[src/rtl/bcd_converter_seq_if.sv]
`default_nettype none
// ============================================================================
// Module  : bcd_converter_seq_if
// Brief   : Start/done handshake and result bus of the sequential BCD converter.
// Rev     : 1.0
// ============================================================================
interface bcd_converter_seq_if #(
    parameter int BIN_W  = 12,
    parameter int DIGITS = 4
);
    logic                  start;
    logic [BIN_W-1:0]      bin;
    logic                  busy;
    logic                  done;
    logic [4*DIGITS-1:0]   bcd;
    logic                  overflow;
    logic [DIGITS-1:0]     blank;

    modport master (
        output start, bin,
        input  busy, done, bcd, overflow, blank
    );

    modport slave (
        input  start, bin,
        output busy, done, bcd, overflow, blank
    );
endinterface
`default_nettype wire

[src/rtl/bcd_converter_seq.sv]
`default_nettype none
// ============================================================================
// Module  : bcd_converter_seq
// Brief   : Double-dabble binary-to-BCD converter, one input bit per clock.
//           Define BCD_BLANK_EN to enable the leading-zero blank mask.
// Rev     : 1.0
// ============================================================================
module bcd_converter_seq #(
    parameter int BIN_W  = 12,
    parameter int DIGITS = 4
) (
    input  logic                clk,
    input  logic                rst,
    bcd_converter_seq_if.slave  bus
);
    localparam int c_work_w = 4 * DIGITS;
    localparam int c_cnt_w  = $clog2(BIN_W + 1);
    localparam logic [c_cnt_w-1:0] c_last_cnt = c_cnt_w'(BIN_W - 1);
    localparam logic [c_cnt_w-1:0] c_cnt_one  = c_cnt_w'(1);

    typedef enum logic [1:0] {
        S_IDLE  = 2'd0,
        S_SHIFT = 2'd1,
        S_DONE  = 2'd2
    } state_t;

    state_t                r_state;
    state_t                w_next_state;
    logic [BIN_W-1:0]      r_in;
    logic [c_work_w-1:0]   r_work;
    logic                  r_ovf_acc;
    logic [c_cnt_w-1:0]    r_cnt;
    logic [c_work_w-1:0]   r_bcd;
    logic                  r_overflow;

    logic [c_work_w-1:0]   w_adj;
    logic [c_work_w-1:0]   w_work_next;
    logic                  w_ovf_next;
    logic                  w_last;
    logic                  w_accept;

    // Add-3 correction is per nibble; no carry propagates between digits.
    generate
        for (genvar gi = 0; gi < DIGITS; gi++) begin : g_nib
            assign w_adj[4*gi +: 4] = (r_work[4*gi +: 4] > 4'd4) ?
                                      (r_work[4*gi +: 4] + 4'd3) :
                                      r_work[4*gi +: 4];
        end
    endgenerate

    // Bits leaving the top nibble are the lost higher decades: any 1 means overflow.
    assign w_work_next = {w_adj[c_work_w-2:0], r_in[BIN_W-1]};
    assign w_ovf_next  = r_ovf_acc | w_adj[c_work_w-1];
    assign w_last      = (r_cnt == c_last_cnt);
    assign w_accept    = bus.start && ((r_state == S_IDLE) || (r_state == S_DONE));

    always_comb begin
        w_next_state = r_state;
        case (r_state)
            S_IDLE:  if (bus.start) w_next_state = S_SHIFT;
            S_SHIFT: if (w_last)    w_next_state = S_DONE;
            S_DONE:  w_next_state = bus.start ? S_SHIFT : S_IDLE;
            default: w_next_state = S_IDLE;
        endcase
    end

    always_ff @(posedge clk) begin
        if (rst) begin
            r_state    <= S_IDLE;
            r_in       <= '0;
            r_work     <= '0;
            r_ovf_acc  <= 1'b0;
            r_cnt      <= '0;
            r_bcd      <= '0;
            r_overflow <= 1'b0;
        end else begin
            r_state <= w_next_state;
            if (w_accept) begin
                r_in      <= bus.bin;
                r_work    <= '0;
                r_ovf_acc <= 1'b0;
                r_cnt     <= '0;
            end else if (r_state == S_SHIFT) begin
                r_in      <= r_in << 1;
                r_work    <= w_work_next;
                r_ovf_acc <= w_ovf_next;
                r_cnt     <= r_cnt + c_cnt_one;
                if (w_last) begin
                    r_bcd      <= w_work_next;
                    r_overflow <= w_ovf_next;
                end
            end
        end
    end

    assign bus.busy     = (r_state == S_SHIFT);
    assign bus.done     = (r_state == S_DONE);
    assign bus.bcd      = r_bcd;
    assign bus.overflow = r_overflow;

`ifdef BCD_BLANK_EN
    logic [DIGITS-1:0] r_blank;
    logic [DIGITS-1:0] w_blank;
    logic              w_zero_run;

    // Scan from the top digit down; a digit blanks only while everything above is zero.
    always_comb begin
        w_blank    = '0;
        w_zero_run = 1'b1;
        for (int i = DIGITS - 1; i >= 1; i--) begin
            w_zero_run = w_zero_run & (w_work_next[4*i +: 4] == 4'd0);
            w_blank[i] = w_zero_run;
        end
        if (w_ovf_next) begin
            w_blank = '0;
        end
    end

    always_ff @(posedge clk) begin
        if (rst) begin
            r_blank <= '0;
        end else if ((r_state == S_SHIFT) && w_last) begin
            r_blank <= w_blank;
        end
    end

    assign bus.blank = r_blank;
`else
    assign bus.blank = '0;
`endif
endmodule
`default_nettype wire

[src/flat_wrapper.sv]
// flat-port wrapper written by rule: the top's interface ports become plain ports
module bcd_converter_seq_flat 
#(
    parameter int BIN_W  = 12,
    parameter int DIGITS = 4
)
  (clk, rst, bus_start, bus_bin, bus_busy, bus_done, bus_bcd, bus_overflow, bus_blank);
  bcd_converter_seq_if #(.BIN_W(BIN_W), .DIGITS(DIGITS)) bus_i ();
  input  logic clk;
  input  logic rst;
  input wire logic [$bits(bus_i.start)-1:0] bus_start;
  input wire logic [$bits(bus_i.bin)-1:0] bus_bin;
  output wire logic [$bits(bus_i.busy)-1:0] bus_busy;
  output wire logic [$bits(bus_i.done)-1:0] bus_done;
  output wire logic [$bits(bus_i.bcd)-1:0] bus_bcd;
  output wire logic [$bits(bus_i.overflow)-1:0] bus_overflow;
  output wire logic [$bits(bus_i.blank)-1:0] bus_blank;
  assign bus_i.start = bus_start;
  assign bus_i.bin = bus_bin;
  assign bus_busy = bus_i.busy;
  assign bus_done = bus_i.done;
  assign bus_bcd = bus_i.bcd;
  assign bus_overflow = bus_i.overflow;
  assign bus_blank = bus_i.blank;
  bcd_converter_seq #(.BIN_W(BIN_W), .DIGITS(DIGITS)) u_core (.clk(clk), .rst(rst), .bus(bus_i));
endmodule
[config.mk]
export PLATFORM = sky130hd
export DESIGN_NAME = bcd_converter_seq_flat
export DESIGN_NICKNAME = d
export VERILOG_FILES = /design/src/rtl/bcd_converter_seq_if.sv /design/src/rtl/bcd_converter_seq.sv /design/src/flat_wrapper.sv
export SDC_FILE = /design/constraint.sdc
export NUM_CORES = 1
export LEC_CHECK = 0
export CAP_MARGIN = 20
export CELL_PAD_IN_SITES_DETAIL_PLACEMENT = 1
export CELL_PAD_IN_SITES_GLOBAL_PLACEMENT = 2
export CORE_AREA = 10 10 75 140
export CTS_CLUSTER_SIZE = 20
export DETAILED_ROUTE_END_ITERATION = 6
export DIE_AREA = 0 0 85 150
export PLACE_DENSITY_LB_ADDON = 0.1
export SYNTH_ARGS = -nofsm -noshare
export SYNTH_HDL_FRONTEND = slang
export SYNTH_SLANG_ARGS = --single-unit
[constraint.sdc]
create_clock -name clk -period 1.9 [get_ports clk]
set_input_delay 0.475 -clock clk [delete_from_list [all_inputs] [get_ports clk]]
set_output_delay 0.475 -clock clk [all_outputs]
set_load 0.01 [all_outputs]
==> metrics.csv, run 1 <==
stage;metric;value;unit
die;core region area;8290;um^2
clock_network;clock latency on the worst-skew pair;0.29;ns
outcome;outcome;finished clean;
global_routing;vias in the first global route;2314;
clock_network;CTS Buf Count;5;
timing;Final Setup Violations;0;
die;DIE HEIGHT;150;um
synth;cell types with the largest area share after synthesis;dfxtp_1 (41%), nor3_1 (5.1%), ha_1 (4.4%);
flow_run;number of max-cap violations;0;
synth;dominant synthesized flop cell;dfxtp_1;
global_routing;largest net degree at the start of global routing;30;
placement;Inst Count DP;422;
routing;total DRC errors in the routed layout;0;
synth;share of synthesized registers carrying an async set or reset;0;%
worst_setup_path;Critical Path RT;1.42;ns
global_routing;wire length of the first global-routing pass;11800;um
worst_setup_path;critical path capture point type;primary output;
power;peak supply drop;0.316;mV
routing;routed wirelength normalized by instance count;16.9;um
synth;Post-Syn Area per Cell;8.37;um^2
routing;total number of vias;2263;
timing;Setup Skew;0.00469;ns
die;starting density of the core;30.9;%
cells_and_area;number of fill cells;985;
die;die area;12800;um^2
synth;number of cells produced by synthesis;306;
synth;part of the Yosys area used for sequential elements;40.6;%
worst_setup_path;largest incremental delay on the critical path;0.53;ns
timing;unrepaired setup endpoints after global routing;false;
clock_network;clock-pin slew on the worst setup and hold paths;0.06;ns
timing;maximum achievable frequency;551;MHz
die;Top-Level Pins;38;
clock_network;total number of H-tree levels;2;
worst_setup_path;arrival time at the worst endpoint;1.34;ns
routing;first-pass iteration count of the detailed router;4;
routing;Detail Route Antenna Nets;0;
clock_network;total setup buffers inserted after CTS;0;
global_routing;number of antenna violations at the first check in global routing;0;
routing;initial drt markers;57;
clock_network;CTS tree;built;
synth;count of flip-flops with a built-in enable after synthesis;0;
cells_and_area;fin cells;427;
die;floorplan die width;85;um
placement;PortBufs;33;
cells_and_area;final net count;355;
timing;period utilisation layout;95.4;%
die;standard-cell row count;47;
global_routing;all-layer global routing usage;11.4;%
cells_and_area;antenna diode count;0;
synth;Seq cells post-synth;52;
timing;count of endpoints failing hold in the final timing report;0;
synth;post-synth top area share;40.6;%
power;power density relative to cell area;735;nW/um^2
power;standby leakage power;1.07;nW
clock_network;number of clock sinks;52;
worst_setup_path;list of cells traversed by the critical path;and2b_1, clkdlybuf4s50_1;
routing;Vias per Instance;5.30;
worst_setup_path;worst-path cell with the longest stage delay;clkdlybuf4s50_1;
worst_setup_path;startpoint type of the worst setup path;flop;
routing;final wirelength;7210;um
worst_setup_path;maximum fanout encountered on the critical timing path;5;
timing;min cycle time layout;1.81;ns
worst_setup_path;Worst Setup Path Type;flop to primary output;
synth;Synth area leader;dfxtp_1;
placement;DPL Wire Length;5160;um
synth;Synth warnings;0;
synth;count of distinct cell types in the synthesized netlist;36;
timing;post-route setup TNS;0;ns
clock_network;clock root buffer;clkbuf_16;
synth;post-synthesis cell area;2560;um^2
cells_and_area;area added between synthesis and finish;20.9;%
timing;total count of max-transition violations in the final report;0;
clock_network;maximum buffer depth of the clock tree;2;
global_routing;aggregate global routing overflow;0;
placement;final weighted congestion in routability-driven placement;0.705;
cells_and_area;fraction of layout cells with a size suffix above 1;6.08;%
worst_hold_path;Worst Hold Class;flop to flop;
-- cell usage after synthesis (8+ instances only) --
cell type,number
a211oi_1,11
a21oi_1,15
a31oi_1,8
buf_2,16
dfxtp_1,52
ha_1,9
inv_1,15
nand2_1,27
nor2_1,18
nor2b_1,8
nor3_1,26
o211ai_1,10
o21a_1,8
o21ai_0,10
o22ai_1,10
o32ai_1,8
or4_1,8
-- logic make-up (layout without fill, tap and decap cells) --
family          after synthesis  in the layout  synth area share (%)
simple gates                105            105                  20.9
buf+inv                      46             66                  8.74
mux                           5              5                  1.95
fa+ha+maj                     9              9                  4.39
xor+xnor                      2              2                 0.684
flops                        52             52                  40.6
compound gates               86             86                  22.5
other cells                   1              4                 0.146
-- through the flow --
stage / util (%) / power [mW] / worst slack (ns) / cell area, um^2 / hold slack (ns)
2_1_floorplan: - / 1.36 / 0.393 / 2570 / 0.446
3_3_place_gp: 35.8 / 1.45 / 0.239 / 2970 / 0.462
3_5_place_dp: 35.8 / 1.45 / 0.203 / 2970 / 0.468
4_1_cts: 37.3 / 2.32 / 0.0362 / 3090 / 0.481
5_1_grt: 37.4 / 2.39 / 0.0485 / 3100 / 0.502
6_report: 37.4 / 2.28 / 0.0867 / 3100 / 0.477
-- final cells by class --
| type | instances | area [um^2] | area share [%] |
|---|---|---|---|
| sequential | 52 | 1040 | 33.6 |
| clock buffer | 5 | 125 | 4.04 |
| tap | 98 | 123 | 3.96 |
| inverter | 15 | 56.3 | 1.82 |
| multi-input combinational | 211 | 1310 | 42.2 |
| timing repair buffer | 46 | 443 | 14.3 |
-- registers in the layout, summed over array words and instances, names as in the netlist --
name                 cells
u_core.r_ovf_acc         1
u_core.r_state           2
u_core.bus.bcd          16
u_core.bus.overflow      1
u_core.r_in             12
u_core.r_work           16
u_core.r_cnt             4
-- worst paths after layout --
check	from	endpoint	slack (ns)	cells past startpoint
max	u_core.r_state[0]	bus_done	0.09	2
min	u_core.r_cnt[1]	u_core.r_cnt[1]	0.48	2
max reg2reg	u_core.r_state[1]	u_core.bus.bcd[11]	0.28	6
min reg2reg	u_core.r_cnt[1]	u_core.r_cnt[1]	0.48	2
-- critical path: cells and delay by family (launching register included) --
kind	cells	cell delay, ns
buf+inv	1	0.53
flops	1	0.34
simple gates	1	0.18
-- cells in the final DEF (no fill, tap or decap), types with 11 or more instances in the layout --
cell type        count
nor2_1              18
dfxtp_1             51
inv_1               15
clkdlybuf4s50_1     32
buf_4               12
nand2_1             27
a21oi_1             15
a211oi_1            11
nor3_1              26
-- metal layers --
layer / vias up / wire length, um / track usage (%)
li1: 1139 / - / -
met1: 1085 / 3050 / 12.3
met2: 34 / 3740 / 20.2
met3: 5 / 343 / 3.16
met4: 0 / 72 / 4.22
met5: - / 0 / 0
-- timing repair --
item / in CTS / in global routing
endpoints found under the setup margin: 0 / 1
hold buffers: 0 / 0
gates resized for setup: 0 / 2
hold endpoints to repair: 0 / 0
-- power by group --
group	total, mW	internal (mW)	switching (mW)
clock network	0.852	0.467	0.385
registers	1.16	1.13	0.0333
logic	0.264	0.114	0.151
total	2.28	1.71	0.569
Power figures use the tool's default switching activity.
==> inputs of run 2 (changes only) <==
- GPL_TIMING_DRIVEN: not set -> 0
- MAX_ROUTING_LAYER: not set -> met4
==> run 2 against run 1 <==
Compared with the run above: core utilization up 1.3 points; sequential power about the same; clock power grew 22%; register-to-register slack worse by 0.06 ns; maximum frequency decreased by 0.76%; routed wire length increased by 18%; setup slack lost 0.014 ns.
==> metrics.csv, run 2 (synthesis gave the netlist of run 1 again) <==
stage;metric;value;unit
outcome;outcome;finished clean;
timing;Final Setup Violations;0;
die;die area;12800;um^2
routing;total DRC errors in the routed layout;0;
clock_network;clock root buffer;clkbuf_16;
timing;smallest setup slack after layout;0.0728;ns
global_routing;aggregate global routing overflow;0;
routing;final wirelength;8490;um
worst_setup_path;Critical Path RT;1.42;ns
worst_setup_path;arrival time at the worst endpoint;1.35;ns
timing;remaining max-slew budget at the tightest pin;60.4;%
worst_setup_path;largest incremental delay on the critical path;0.53;ns
flow_run;number of max-cap violations;0;
timing;unrepaired setup endpoints after global routing;false;
worst_setup_path;list of cells traversed by the critical path;and2b_1, clkdlybuf4s50_1;
worst_hold_path;number of cells on the worst hold path;2;
placement;placement-stage worst setup slack;-0.377;ns
cells_and_area;antenna diode count;0;
global_routing;all-layer global routing usage;14.2;%
worst_hold_path;Min-Delay Endpoint;u_core.r_ovf_acc;
worst_setup_path;critical path capture point type;primary output;
worst_setup_path;CP Buf/Inv Count;1;
worst_setup_path;worst reg-to-reg path cell count;5;
cells_and_area;area added between synthesis and finish;25.2;%
cells_and_area;final net count;371;
clock_network;total setup buffers inserted after CTS;0;
timing;Min Hold Slack;0.472;ns
cells_and_area;commonest cells after routing, fill and taps aside;dfxtp_1 (51), clkdlybuf4s50_1 (32), nand2_1 (27);
worst_setup_path;family with the most delay on the worst path;buffers and inverters;
worst_hold_path;Worst Hold Launch;u_core.r_ovf_acc;
timing;total count of max-transition violations in the final report;0;
worst_setup_path;R2R Path Start;u_core.r_cnt[0];
routing;Vias per Instance;5.33;
timing;min cycle time layout;1.83;ns
power;total power;2.50;mW
routing;routed wirelength normalized by instance count;19.0;um
worst_setup_path;launching instance or port of the critical path;u_core.r_state[0];
cells_and_area;fraction of layout cells with a size suffix above 1;10.1;%
clock_network;maximum buffer depth of the clock tree;2;
cells_and_area;fin cells;446;
clock_network;number of clock sinks;52;
timing;post-route setup TNS;0;ns
clock_network;total number of H-tree levels;2;
timing;Setup Skew;0.00628;ns
timing;Worst Tran Pin Value;0.595;ns
routing;total number of vias;2376;
timing;maximum achievable frequency;547;MHz
clock_network;CTS Buf Count;5;
worst_setup_path;Worst R2R Setup Slack;0.22;ns
global_routing;vias in the first global route;2571;
placement;Inst Count DP;440;
worst_setup_path;reg2reg end;u_core.bus.bcd[8];
power;standby leakage power;1.13;nW
global_routing;number of antenna violations at the first check in global routing;0;
routing;initial drt markers;61;
power;peak supply drop;0.376;mV
worst_hold_path;Worst Hold Class;flop to flop;
timing;period utilisation layout;96.2;%
die;DIE HEIGHT;150;um
die;starting density of the core;30.9;%
cells_and_area;leading cell type in the layout, fill and taps excluded;dfxtp_1;
clock_network;clock latency on the worst-skew pair;0.30;ns
placement;DPL Wire Length;6280;um
worst_setup_path;worst-path cell with the longest stage delay;clkdlybuf4s50_1;
timing;count of endpoints failing hold in the final timing report;0;
die;standard-cell row count;47;
die;floorplan die width;85;um
worst_setup_path;startpoint type of the worst setup path;flop;
die;Top-Level Pins;38;
placement;PortBufs;33;
power;power density relative to cell area;779;nW/um^2
worst_setup_path;maximum fanout encountered on the critical timing path;5;
routing;Detail Route Antenna Nets;0;
placement;final weighted congestion in routability-driven placement;0.779;
global_routing;wire length of the first global-routing pass;13900;um
routing;first-pass iteration count of the detailed router;4;
global_routing;largest net degree at the start of global routing;16;
die;core region area;8290;um^2
clock_network;Post-CTS Hold Buffers;0;
clock_network;CTS tree;built;
worst_setup_path;Worst Setup Path Type;flop to primary output;
clock_network;clock-pin slew on the worst setup and hold paths;0.07;ns
[run 2: changes by cell type in the layout (fill, tap and decap cells not counted), sizes merged]
cell / delta
buf: +11
dlymetal6s2s: -1
bufinv: +1
clkinv: +1
clkbuf: +7
[run 2: final cells by class]
type / count / area [um^2]
flip-flops and latches: 52 / 1040
fillers: 1024 / 5080
inverters: 15 / 56.3
well taps: 98 / 123
plain buffers: 29 / 180
multi-input cells: 211 / 1320
repair buffers: 33 / 325
clock buffers: 6 / 129
clock inverters: 2 / 35.0
[run 2: how the worst max path moves through the flow]
| stage | endpoint | slack (ns) | depth (start not counted) |
|---|---|---|---|
| final | bus_done | 0.07 | 2 |
| after global routing | u_core.r_work[7] | 0.0003 | 6 |
| after CTS | u_core.bus.bcd[8] | 0.02 | 5 |
| after detailed placement | u_core.bus.bcd[9] | -0.38 | 5 |
| after global placement | u_core.bus.bcd[10] | -0.38 | 5 |
| after floorplan | u_core.r_work[5] | 0.39 | 6 |
[run 2: report_power, final]
part | leakage, nW | switching, mW | total (mW) | internal (mW)
registers | 0.423 | 0.0287 | 1.16 | 1.13
clock network | 0.0808 | 0.415 | 1.04 | 0.621
logic | 0.625 | 0.184 | 0.309 | 0.125
[run 2: tightest hold or removal path: stages, from the launching register on]
cell and delay [ns]:
dfxtp_1 0.31, nand3_1 0.06, o31ai_1 0.06
[run 2: metrics by stage]
stage / util (%) / cell area, um^2
final: 38.7 / 3210
after global placement: 36.5 / 3030
after global routing: 38.7 / 3210
after floorplan: - / 2570
after detailed placement: 36.5 / 3030
after CTS: 38.7 / 3210
[run 2: metal layers]
layer  vias to the layer above  track usage [%]  wire length [um]
met5                         -                -                 0
li1                       1172                -                 -
met3                        10             2.34               260
met4                         0             5.96               194
met1                      1152             14.3              3370
met2                        42             25.9              4660
[run 2: timing repair]
action / CTS / global route
setup endpoints to repair: 9 / 15
gates resized for setup: 11 / 5
cloned: 0 / 0
